`src/rtl/tlp_tx_arbiter_if.sv`:
```
// -----------------------------------------------------------------------------
// tlp_tx_arbiter_if
//   Bundles every stream and handshake signal around the TX arbiter:
//     req_*        NUM_REQ packed requester streams (requester i at slice i)
//     s_axis_tx_*  the single transmit stream towards the PCIe core
//     tx_cfg_*     core configuration-engine request/grant pair
//   Modports:
//     slave  - the arbiter's view (consumes req_*, produces s_axis_tx_*)
//     master - the environment's view (TLP sources + core model)
//
//   Handshake rule for every stream here: a beat transfers on a rising
//   clock edge where tvalid and tready are both high; a source holding
//   tvalid keeps its data stable until that edge, and tready may depend
//   combinationally on tvalid of the same stream.
// -----------------------------------------------------------------------------
interface tlp_tx_arbiter_if #(
  parameter int NUM_REQ = 2,
  parameter int DW      = 64
);
  logic [NUM_REQ*DW-1:0]   req_tdata;
  logic [NUM_REQ*DW/8-1:0] req_tkeep;
  logic [NUM_REQ-1:0]      req_tlast;
  logic [NUM_REQ*4-1:0]    req_tuser;
  logic [NUM_REQ-1:0]      req_tvalid;
  logic [NUM_REQ-1:0]      req_tready;

  logic [DW-1:0]           s_axis_tx_tdata;
  logic [DW/8-1:0]         s_axis_tx_tkeep;
  logic                    s_axis_tx_tlast;
  logic [3:0]              s_axis_tx_tuser;
  logic                    s_axis_tx_tvalid;
  logic                    s_axis_tx_tready;

  logic                    tx_cfg_req;
  logic                    tx_cfg_gnt;

  modport slave (
    input  req_tdata, req_tkeep, req_tlast, req_tuser, req_tvalid,
    output req_tready,
    output s_axis_tx_tdata, s_axis_tx_tkeep, s_axis_tx_tlast,
           s_axis_tx_tuser, s_axis_tx_tvalid,
    input  s_axis_tx_tready,
    input  tx_cfg_req,
    output tx_cfg_gnt
  );

  modport master (
    output req_tdata, req_tkeep, req_tlast, req_tuser, req_tvalid,
    input  req_tready,
    input  s_axis_tx_tdata, s_axis_tx_tkeep, s_axis_tx_tlast,
           s_axis_tx_tuser, s_axis_tx_tvalid,
    output s_axis_tx_tready,
    output tx_cfg_req,
    input  tx_cfg_gnt
  );
endinterface

```
`src/rtl/tlp_tx_arbiter.sv`:
```
// -----------------------------------------------------------------------------
// tlp_tx_arbiter
//   Packet-atomic round-robin arbiter sharing the PCIe core's single TX
//   AXI-stream among NUM_REQ TLP sources. A granted requester owns the
//   channel until its tlast beat is accepted. The core's configuration
//   engine (tx_cfg_req/tx_cfg_gnt) is only let in between packets and
//   wins over every requester when both are waiting.
//
//   Ports:
//     user_clk      core user clock, all logic on its rising edge
//     user_reset_n  asynchronous active-low reset
//     bus           tlp_tx_arbiter_if.slave (requester streams, core stream,
//                   configuration request/grant)
//     grant         one-hot current owner, zero when nobody owns the channel
//     busy          high while a requester owns the channel
//     dbg_state     current FSM state (0 IDLE, 1 BUSY, 2 CFG)
// -----------------------------------------------------------------------------
module tlp_tx_arbiter #(
  parameter int NUM_REQ = 2,
  parameter int DW      = 64
) (
  input  logic               user_clk,
  input  logic               user_reset_n,
  tlp_tx_arbiter_if.slave    bus,
  output logic [NUM_REQ-1:0] grant,
  output logic               busy,
  output logic [1:0]         dbg_state
);

  localparam int KW    = DW / 8;
  localparam int IDX_W = $clog2(NUM_REQ);

  typedef enum logic [1:0] {
    IDLE = 2'd0,
    BUSY = 2'd1,
    CFG  = 2'd2
  } state_e;

  state_e             state_q, state_d;
  logic [NUM_REQ-1:0] grant_q, grant_d;
  logic               cfg_gnt_q, cfg_gnt_d;
  logic [IDX_W-1:0]   rr_last_q, rr_last_d;

  logic [IDX_W-1:0]   owner_idx;
  logic [IDX_W-1:0]   cand_idx;
  logic [IDX_W-1:0]   pick_idx;
  logic               pick_found;

  logic [DW-1:0]      tx_tdata;
  logic [KW-1:0]      tx_tkeep;
  logic               tx_tlast;
  logic [3:0]         tx_tuser;
  logic               tx_tvalid;
  logic [NUM_REQ-1:0] req_tready_c;
  logic               last_beat_done;

  // Owner index decoded from the one-hot grant register.
  always_comb begin
    owner_idx = '0;
    for (int i = 0; i < NUM_REQ; i++) begin
      if (grant_q[i]) owner_idx = IDX_W'(i);
    end
  end

  // Round-robin search: first valid requester starting just after the
  // previous owner, wrapping modulo NUM_REQ.
  always_comb begin
    pick_found = 1'b0;
    pick_idx   = '0;
    cand_idx   = '0;
    for (int off = 1; off <= NUM_REQ; off++) begin
      cand_idx = IDX_W'((int'(rr_last_q) + off) % NUM_REQ);
      if (!pick_found && bus.req_tvalid[cand_idx]) begin
        pick_found = 1'b1;
        pick_idx   = cand_idx;
      end
    end
  end

  // Zero-latency pass-through of the owner's stream; everything is forced
  // to zero outside BUSY so the core never sees a stray beat.
  always_comb begin
    tx_tdata     = '0;
    tx_tkeep     = '0;
    tx_tlast     = 1'b0;
    tx_tuser     = '0;
    tx_tvalid    = 1'b0;
    req_tready_c = '0;
    if (state_q == BUSY) begin
      tx_tdata                = bus.req_tdata[owner_idx*DW +: DW];
      tx_tkeep                = bus.req_tkeep[owner_idx*KW +: KW];
      tx_tlast                = bus.req_tlast[owner_idx];
      tx_tuser                = bus.req_tuser[owner_idx*4 +: 4];
      tx_tvalid               = bus.req_tvalid[owner_idx];
      req_tready_c[owner_idx] = bus.s_axis_tx_tready;
    end
  end

  assign last_beat_done = tx_tvalid && bus.s_axis_tx_tready && tx_tlast;

  // Next-state logic.
  always_comb begin
    state_d   = state_q;
    grant_d   = grant_q;
    cfg_gnt_d = cfg_gnt_q;
    rr_last_d = rr_last_q;
    unique case (state_q)
      IDLE: begin
        if (bus.tx_cfg_req) begin
          state_d   = CFG;
          cfg_gnt_d = 1'b1;
        end else if (pick_found) begin
          state_d  = BUSY;
          grant_d  = '0;
          grant_d[pick_idx] = 1'b1;
        end
      end
      BUSY: begin
        // Ownership ends only on the accepted tlast beat; source stalls,
        // core back-pressure and configuration requests all wait for it.
        if (last_beat_done) begin
          state_d   = IDLE;
          grant_d   = '0;
          rr_last_d = owner_idx;
        end
      end
      CFG: begin
        if (!bus.tx_cfg_req) begin
          state_d   = IDLE;
          cfg_gnt_d = 1'b0;
        end
      end
      default: begin
        state_d   = IDLE;
        grant_d   = '0;
        cfg_gnt_d = 1'b0;
      end
    endcase
  end

  always_ff @(posedge user_clk or negedge user_reset_n) begin
    if (!user_reset_n) begin
      state_q   <= IDLE;
      grant_q   <= '0;
      cfg_gnt_q <= 1'b0;
      rr_last_q <= IDX_W'(NUM_REQ - 1);
    end else begin
      state_q   <= state_d;
      grant_q   <= grant_d;
      cfg_gnt_q <= cfg_gnt_d;
      rr_last_q <= rr_last_d;
    end
  end

  assign bus.s_axis_tx_tdata  = tx_tdata;
  assign bus.s_axis_tx_tkeep  = tx_tkeep;
  assign bus.s_axis_tx_tlast  = tx_tlast;
  assign bus.s_axis_tx_tuser  = tx_tuser;
  assign bus.s_axis_tx_tvalid = tx_tvalid;
  assign bus.req_tready       = req_tready_c;
  assign bus.tx_cfg_gnt       = cfg_gnt_q;

  assign grant     = grant_q;
  assign busy      = (state_q == BUSY);
  assign dbg_state = state_q;

endmodule

```
`src/flat_wrapper.sv`:
```
// flat-port wrapper written by rule: the top's interface ports become plain ports
module tlp_tx_arbiter_flat 
#(
  parameter int NUM_REQ = 2,
  parameter int DW      = 64
)
  (user_clk, user_reset_n, grant, busy, dbg_state, bus_req_tdata, bus_req_tkeep, bus_req_tlast, bus_req_tuser, bus_req_tvalid, bus_req_tready, bus_s_axis_tx_tdata, bus_s_axis_tx_tkeep, bus_s_axis_tx_tlast, bus_s_axis_tx_tuser, bus_s_axis_tx_tvalid, bus_s_axis_tx_tready, bus_tx_cfg_req, bus_tx_cfg_gnt);
  tlp_tx_arbiter_if #(.NUM_REQ(NUM_REQ), .DW(DW)) bus_i ();
  input  logic user_clk;
  input  logic user_reset_n;
  output logic [NUM_REQ-1:0] grant;
  output logic busy;
  output logic [1:0] dbg_state;
  input wire logic [$bits(bus_i.req_tdata)-1:0] bus_req_tdata;
  input wire logic [$bits(bus_i.req_tkeep)-1:0] bus_req_tkeep;
  input wire logic [$bits(bus_i.req_tlast)-1:0] bus_req_tlast;
  input wire logic [$bits(bus_i.req_tuser)-1:0] bus_req_tuser;
  input wire logic [$bits(bus_i.req_tvalid)-1:0] bus_req_tvalid;
  output wire logic [$bits(bus_i.req_tready)-1:0] bus_req_tready;
  output wire logic [$bits(bus_i.s_axis_tx_tdata)-1:0] bus_s_axis_tx_tdata;
  output wire logic [$bits(bus_i.s_axis_tx_tkeep)-1:0] bus_s_axis_tx_tkeep;
  output wire logic [$bits(bus_i.s_axis_tx_tlast)-1:0] bus_s_axis_tx_tlast;
  output wire logic [$bits(bus_i.s_axis_tx_tuser)-1:0] bus_s_axis_tx_tuser;
  output wire logic [$bits(bus_i.s_axis_tx_tvalid)-1:0] bus_s_axis_tx_tvalid;
  input wire logic [$bits(bus_i.s_axis_tx_tready)-1:0] bus_s_axis_tx_tready;
  input wire logic [$bits(bus_i.tx_cfg_req)-1:0] bus_tx_cfg_req;
  output wire logic [$bits(bus_i.tx_cfg_gnt)-1:0] bus_tx_cfg_gnt;
  assign bus_i.req_tdata = bus_req_tdata;
  assign bus_i.req_tkeep = bus_req_tkeep;
  assign bus_i.req_tlast = bus_req_tlast;
  assign bus_i.req_tuser = bus_req_tuser;
  assign bus_i.req_tvalid = bus_req_tvalid;
  assign bus_req_tready = bus_i.req_tready;
  assign bus_s_axis_tx_tdata = bus_i.s_axis_tx_tdata;
  assign bus_s_axis_tx_tkeep = bus_i.s_axis_tx_tkeep;
  assign bus_s_axis_tx_tlast = bus_i.s_axis_tx_tlast;
  assign bus_s_axis_tx_tuser = bus_i.s_axis_tx_tuser;
  assign bus_s_axis_tx_tvalid = bus_i.s_axis_tx_tvalid;
  assign bus_i.s_axis_tx_tready = bus_s_axis_tx_tready;
  assign bus_i.tx_cfg_req = bus_tx_cfg_req;
  assign bus_tx_cfg_gnt = bus_i.tx_cfg_gnt;
  tlp_tx_arbiter #(.NUM_REQ(NUM_REQ), .DW(DW)) u_core (.user_clk(user_clk), .user_reset_n(user_reset_n), .bus(bus_i), .grant(grant), .busy(busy), .dbg_state(dbg_state));
endmodule
```
`config.mk`:
```
export PLATFORM = sky130hd
export DESIGN_NAME = tlp_tx_arbiter_flat
export DESIGN_NICKNAME = d
export VERILOG_FILES = /design/src/rtl/tlp_tx_arbiter_if.sv /design/src/rtl/tlp_tx_arbiter.sv /design/src/flat_wrapper.sv
export SDC_FILE = /design/constraint.sdc
export NUM_CORES = 1
export LEC_CHECK = 0
export CAP_MARGIN = 20
export CORE_AREA = 2 2 96 98
export CTS_BUF_LIST = sky130_fd_sc_hd__clkbuf_4 sky130_fd_sc_hd__clkbuf_8
export CTS_CLUSTER_DIAMETER = 100
export DETAILED_ROUTE_END_ITERATION = 8
export DIE_AREA = 0 0 98 100
export PLACE_DENSITY = 0.7
export SLEW_MARGIN = 20
export SYNTH_ARGS = -nofsm -noshare
export SYNTH_HDL_FRONTEND = slang
export SYNTH_SLANG_ARGS = --single-unit
```
`constraint.sdc`:
```
create_clock -name user_clk -period 1.9 [get_ports user_clk]
set_input_delay 0.19 -clock user_clk [delete_from_list [all_inputs] [get_ports user_clk]]
set_output_delay 0.19 -clock user_clk [all_outputs]
set_load 0.1 [all_outputs]
```
==> summary.md, run 1 <==
| Metric | Value |
|---|---|
| Pwr Density | 1850 nW/um^2 |
| CP endpoint kind | output pin |
| Port Buffers | 245 |
| Synthesized area per cell | 7.17 sq um |
| Total Power | 10.4 mW |
| Die Span X | 98 microns |
| Number of diodes | 0 |
| Overall routing resource usage | 16.8% |
| Grt total ovfl | 0 |
| Via count | 2,504 |
| Cell breakdown of the critical path | buf_12, mux2i_1, nor2_4, buf_12 |
| GP Congestion | 0.838 |
| IO Pins | 246 |
| Most numerous cell in the Yosys netlist | nor2_1 |
| CTS Root Cell | clkbuf_8 |
| Synth Register Bits | 6 |
| Die Ht | 100 microns |
| Largest cells by area after synthesis | mux2i_1 (52%), nor2_1 (20%), dfrtp_1 (8.5%) |
| Hold-fix buffers, CTS | 0 |
| Top post-synthesis cells by count | nor2_1 (78), mux2i_1 (76), buf_2 (13) |
| Initial Util | 16.5% |
| Core box area | 8890 sq um |
| Clk_skew | 0.00107 ns |
| Top_reg_cell synth | dfrtp_1 |
| Max Freq | 558 MHz |
| CTS max path bufs | 2 |
| Area leader, netlist | mux2i_1 |
| Post-synthesis cell area | 1470 sq um |
| Rows | 35 |
| H-Tree Depth | 1 |
| R2R Setup Slk | 0.42 ns |
| Clk network pwr share | 2.1% |
| Dpl hpwl | 7650 microns |
| Reg2reg start | u_core.dbg_state[1]$_DFFE_PN0P_ |
| Clock latency on the worst-skew pair | 0.22 ns |
| Slew of the pin with the lowest slew margin | 0.334 ns |
| Drt via density | 4.44 |
| Async set-reset flop share out of synthesis | 100% |
| Synth top area share | 51.7% |
| Drt first pass iters | 3 |
| Final critical-path share of the clock period | 94.3% |
| Period minus WS final | 1.79 ns |
| Status | finished clean |
| Internal power | 3.89 mW |
| RSZ-0062 raised after global routing | false |
| Vias in the first global route | 2,687 |
| Layout cells sized above 1 | 43.0% |
| Sequential fraction of design power | 3.2% |
| Crit path max fanout | 30 |
| CP max stage delay | 0.51 ns |
| CP dominant cell by count | buf_12 |
| Number of synthesized flops with an enable pin | 0 |
| Syn_nets | 365 |
| Crit path DAT | 1.60 ns |
| Switching power | 6.47 mW |
| Leakage power | 2.06 nW |
| Nets | 614 |
| Switching Fraction | 62.5% |
| Initial antenna violation count | 0 |
| Max stage delay cell, worst path | dfrtp_4 |
| WHS | 0.215 ns |
| Initial DRC count | 25 |
| WL per Instance | 15.6 microns |
| Area grow syn2layout | 282% |
| Critical path class | flop to output pin |
| DRT Wirelength | 8810 microns |
| Seq/Total Area, Yosys | 10.3% |
| Synth unique cells | 24 |
| Worst R2R Path Depth | 5 |
| CTS tree | yes |
| Hold Crit Class | primary input to async pin |
| Critical Path RT | 1.71 ns |
| Final setup viols | 0 |
| Remaining antenna violation count | 0 |
| Residual DRC | 0 |
| Die area | 9800 sq um |
| Worst VDD drop | 0.930 mV |
| CTS Buf Count | 3 |
| Comb power frac | 94.8% |
| Slew HR | 77.1% |
| Pins Over Slew Limit | 0 |
| Clock sink count | 6 |
| Clk slew on worst S/H paths | 0.04 ns |
| Largest net degree at the start of global routing | 31 |
| Setup Total Neg Slack | 0 ns |
| Mapped Cells | 205 |
| Yosys warnings | 0 |
| Hold Vio Cnt, Final | 0 |
| Startpoint Class | flop |
| First-pass GRT wire length | 13,500 microns |
| Max-cap violations | 0 |
| Reg2reg end | u_core.rr_last_q$_DFFE_PN1P_ |
==> stage by stage <==
stage          utilization (%)  cells  cell area, sq um  worst slack [ns]
6_report                  63.1    564              5610             0.108
3_5_place_dp              62.0    555              5520             0.218
3_3_place_gp              62.0    555              5520             0.266
2_1_floorplan                -    205              2060           -0.0789
5_1_grt                   63.1    564              5610            0.0442
4_1_cts                   62.9    563              5590            0.0317
==> worst max-delay path: cells and delay by family (launching register included) <==
family | cells | cell delay [ns]
AND/OR/NAND/NOR | 1 | 0.07
flip-flops | 1 | 0.51
buffers and inverters | 2 | 0.42
multiplexers | 1 | 0.36
==> layer usage <==
| layer | up-vias | part of all wire (%) | GRT usage [%] |
|---|---|---|---|
| li1 | 1200 | - | - |
| met1 | 1157 | 31 | 16.4 |
| met2 | 141 | 56 | 34.2 |
| met3 | 6 | 11 | 6.13 |
| met4 | 0 | 1.0 | 2.56 |
| met5 | - | 0 | 0 |
==> placed cells by master, fill, tap and decap left out, types with 2 or more instances in the layout <==
master,netlist,final
clkdlybuf4s50_1,0,159
buf_12,0,87
mux2i_1,76,76
nor2_4,0,71
buf_4,2,14
nor2_2,0,6
nand2_1,5,4
mux2_1,3,3
clkbuf_8,0,3
dfrtp_4,0,3
and2_2,0,2
nor3_1,2,2
dfrtp_1,5,2
==> cell type report <==
type / count / area [sq um]
inverters: 3 / 13.8
clock buffers: 4 / 48.8
flip-flops and latches: 6 / 163
repair buffers: 261 / 3450
well taps: 111 / 139
fillers: 714 / 3280
multi-input cells: 179 / 1800
==> worst max-delay path by stage <==
stage               depth (start not counted)                            start                 endpoint
floorplan                                   4  u_core.dbg_state[1]$_DFFE_PN0P_  bus_s_axis_tx_tdata[63]
global placement                            4      u_core.grant[1]$_DFFE_PN0P_  bus_s_axis_tx_tdata[51]
detailed placement                          4      u_core.grant[1]$_DFFE_PN0P_   bus_s_axis_tx_tkeep[3]
CTS                                         5  u_core.dbg_state[1]$_DFFE_PN0P_   bus_s_axis_tx_tkeep[6]
global route                                4      u_core.grant[1]$_DFFE_PN0P_  bus_s_axis_tx_tdata[46]
finish                                      4      u_core.grant[1]$_DFFE_PN0P_   bus_s_axis_tx_tkeep[3]
==> power by group through the flow <==
stage / Sequential [mW] / Clock [mW] / Combinational (mW)
final: 0.328 / 0.216 / 9.82
after global routing: 0.347 / 0.232 / 10.1
after CTS: 0.322 / 0.219 / 9.87
after detailed placement: 0.363 / 0 / 9.75
after global placement: 0.355 / 0 / 9.68
after floorplan: 0.504 / 0 / 6.27
==> registers in the layout, summed over array words and instances (netlist names) <==
| name | count |
|---|---|
| u_core.bus.tx_cfg_gnt | 1 |
| u_core.rr_last_q | 1 |
| u_core.grant | 2 |
| u_core.dbg_state | 2 |
==> what timing repair did <==
action                     in CTS  in global routing
setup endpoints to repair       7                 11
pin swaps                       0                  1
buffers inserted                4                  0
gates cloned                    0                  1
resized for setup               0                  1
==> kinds of logic (layout without fill, tap and decap cells) <==
group	after synthesis	in the layout	share of synthesized area (%)
and+or+nand+nor	93	94	25.6
muxes	79	79	54.0
buffers and inverters	21	268	6.98
DFF	6	6	10.3
AOI/OAI and AO/OA	5	5	2.38
adders and majority gates	1	1	0.681
No activity file was read; power rests on OpenSTA's default activity.
==> run 2: changes to the inputs <==
CELL_PAD_IN_SITES_DETAIL_PLACEMENT = 1   (was unset)
CELL_PAD_IN_SITES_GLOBAL_PLACEMENT = 1   (was unset)
CORE_AREA = unset   (was 2 2 96 98)
CORE_MARGIN = 2   (was unset)
CORE_UTILIZATION = 11   (was unset)
DIE_AREA = unset   (was 0 0 98 100)
PLACE_DENSITY = 0.81   (was 0.7)
SKIP_LAST_GASP = 1   (was unset)
clock period = 1.5 ns   (was 1.9 ns; I/O delays follow)
==> summary.md, run 2 (synthesis results as in run 1) <==
| Metric | Value |
|---|---|
| Remaining antenna violation count | 0 |
| CTS Root Cell | clkbuf_8 |
| Die area | 14,300 sq um |
| Reg2reg end | u_core.rr_last_q$_DFFE_PN1P_ |
| CTS Buf Count | 3 |
| Vias in the first global route | 3,133 |
| Switching power | 9.14 mW |
| Clock latency on the worst-skew pair | 0.23 ns |
| Initial antenna violation count | 0 |
| Startpoint Class | flop |
| Port Buffers | 245 |
| Final std cells w/o fill | 642 |
| Switching Fraction | 57.9% |
| Cell breakdown of the critical path | buf_8, buf_16, mux2i_4, nor2_4, buf_12 |
| Leakage power | 2.27 nW |
| Final Worst Setup Slack | -0.223 ns |
| Internal power | 6.64 mW |
| Final setup viols | 78 |
| Max-cap violations | 0 |
| Most frequent cells in the layout | clkdlybuf4s50_1 (159), buf_12 (94), nor2_4 (77) |
| DRT Wirelength | 12,700 microns |
| R2R Setup Slk | 0.03 ns |
| Commonest non-fill, non-tap cell in the layout | clkdlybuf4s50_1 |
| Setup Total Neg Slack | -14.35 ns |
| Grt total ovfl | 0 |
| Reg2reg start | u_core.grant[1]$_DFFE_PN0P_ |
| GP Congestion | 0.826 |
| Max stage delay cell, worst path | dfrtp_4 |
| Pwr Density | 2370 nW/um^2 |
| Worst R2R Path Depth | 4 |
| Pins Over Slew Limit | 0 |
| Area grow syn2layout | 353% |
| H-Tree Depth | 1 |
| WL per Instance | 19.8 microns |
| Hold-fix buffers, CTS | 0 |
| DP Area | 5750 sq um |
| CTS tree | yes |
| First-pass GRT wire length | 19,100 microns |
| Clk network pwr share | 1.8% |
| Die Span X | 120 microns |
| Via count | 2,644 |
| CP endpoint kind | output pin |
| Hold Vio Cnt, Final | 0 |
| Violated checks | setup timing |
| Crit path DAT | 1.57 ns |
| RSZ-0062 raised after global routing | true |
| Dpl hpwl | 9580 microns |
| CTS max path bufs | 2 |
| Number of diodes | 0 |
| Residual DRC | 0 |
| Sequential fraction of design power | 2.5% |
| Clk_skew | 0.00364 ns |
| Initial Util | 11.2% |
| Max Freq | 580 MHz |
| CP max stage delay | 0.50 ns |
| Layout cells sized above 1 | 62.0% |
| Critical path class | flop to output pin |
| Crit path max fanout | 6 |
| Drt first pass iters | 4 |
| Final instance area | 6660 sq um |
| Worst VDD drop | 1.90 mV |
| Initial DRC count | 63 |
| Final critical-path share of the clock period | 115% |
| Slew of the pin with the lowest slew margin | 0.365 ns |
| Critical Path RT | 1.35 ns |
| Nets | 627 |
| Rows | 42 |
| Clk slew on worst S/H paths | 0.04 ns |
| Clock sink count | 6 |
| Status | complete, but fails checks |
| Drt via density | 4.12 |
| Overall routing resource usage | 17.2% |
| Core box area | 13,100 sq um |
| Hold Crit Class | primary input to async pin |
| Die Ht | 120 microns |
| IO Pins | 246 |
| Slew HR | 75.5% |
| Dpl cells | 625 |
| Comb power frac | 95.7% |
| Period minus WS final | 1.72 ns |
| WHS | 0.171 ns |
| Largest net degree at the start of global routing | 22 |
-- run 2: cell count changes in the layout (fill, tap and decap cells not counted), sizes merged --
cell and delta:
buf +13
-- run 2: worst max-delay path: cells and delay by family (launching register included) --
| family | cells | cell delay [ns] |
|---|---|---|
| and+or+nand+nor | 1 | 0.13 |
| buffers and inverters | 3 | 0.51 |
| muxes | 1 | 0.19 |
| DFF | 1 | 0.50 |
-- run 2: layout make-up --
cell class,instances,area (sq um)
clock buffer,4,48.8
multi-input combinational,179,2410
timing repair buffer,274,3790
fill,1302,6480
tap,176,220
inverter,3,26.3
sequential,6,163
-- run 2: power groups by stage --
| stage | combinational (mW) | clock [mW] | sequential, mW |
|---|---|---|---|
| global placement | 12.7 | 0 | 0.401 |
| finish | 15.1 | 0.284 | 0.393 |
| detailed placement | 12.9 | 0 | 0.412 |
| global route | 15.5 | 0.306 | 0.404 |
| CTS | 15.0 | 0.290 | 0.391 |
| floorplan | 8.19 | 0 | 0.645 |
-- run 2: routing by layer --
metal,global-route usage [%],routed length (microns),vias up,share of wire [%]
met4,2.87,179,0,1.4
met5,0,0,-,0
li1,-,-,1231,-
met3,4.99,1070,12,8.4
met1,18.0,4300,1247,34
met2,34.1,7150,154,56
-- run 2: through the flow --
step | power, mW | worst slack [ns] | util, %
2_1_floorplan | 8.83 | -0.280 | -
3_3_place_gp | 13.1 | -0.0133 | 43.8
3_5_place_dp | 13.3 | -0.0500 | 43.8
4_1_cts | 15.6 | -0.214 | 49.9
5_1_grt | 16.2 | -0.265 | 50.7
6_report | 15.8 | -0.223 | 50.7
-- run 2: how the worst max path moves through the flow --
stage	to	cells after the start	slack (ns)	from
2_1_floorplan	bus_s_axis_tx_tdata[23]	5	-0.28	u_core.dbg_state[1]$_DFFE_PN0P_
3_3_place_gp	bus_s_axis_tx_tuser[0]	4	-0.01	u_core.grant[1]$_DFFE_PN0P_
3_5_place_dp	bus_s_axis_tx_tdata[46]	4	-0.05	u_core.grant[1]$_DFFE_PN0P_
4_1_cts	bus_s_axis_tx_tuser[3]	5	-0.21	u_core.grant[1]$_DFFE_PN0P_
5_1_grt	bus_s_axis_tx_tdata[26]	5	-0.26	u_core.grant[1]$_DFFE_PN0P_
6_report	bus_s_axis_tx_tdata[35]	5	-0.22	u_core.grant[1]$_DFFE_PN0P_
-- run 2: repair_timing --
action / in CTS / in global routing
cloned: 6 / 0
setup buffers: 7 / 0
gates resized for setup: 119 / 15
pin swaps: 56 / 17
setup endpoints to repair: 80 / 83
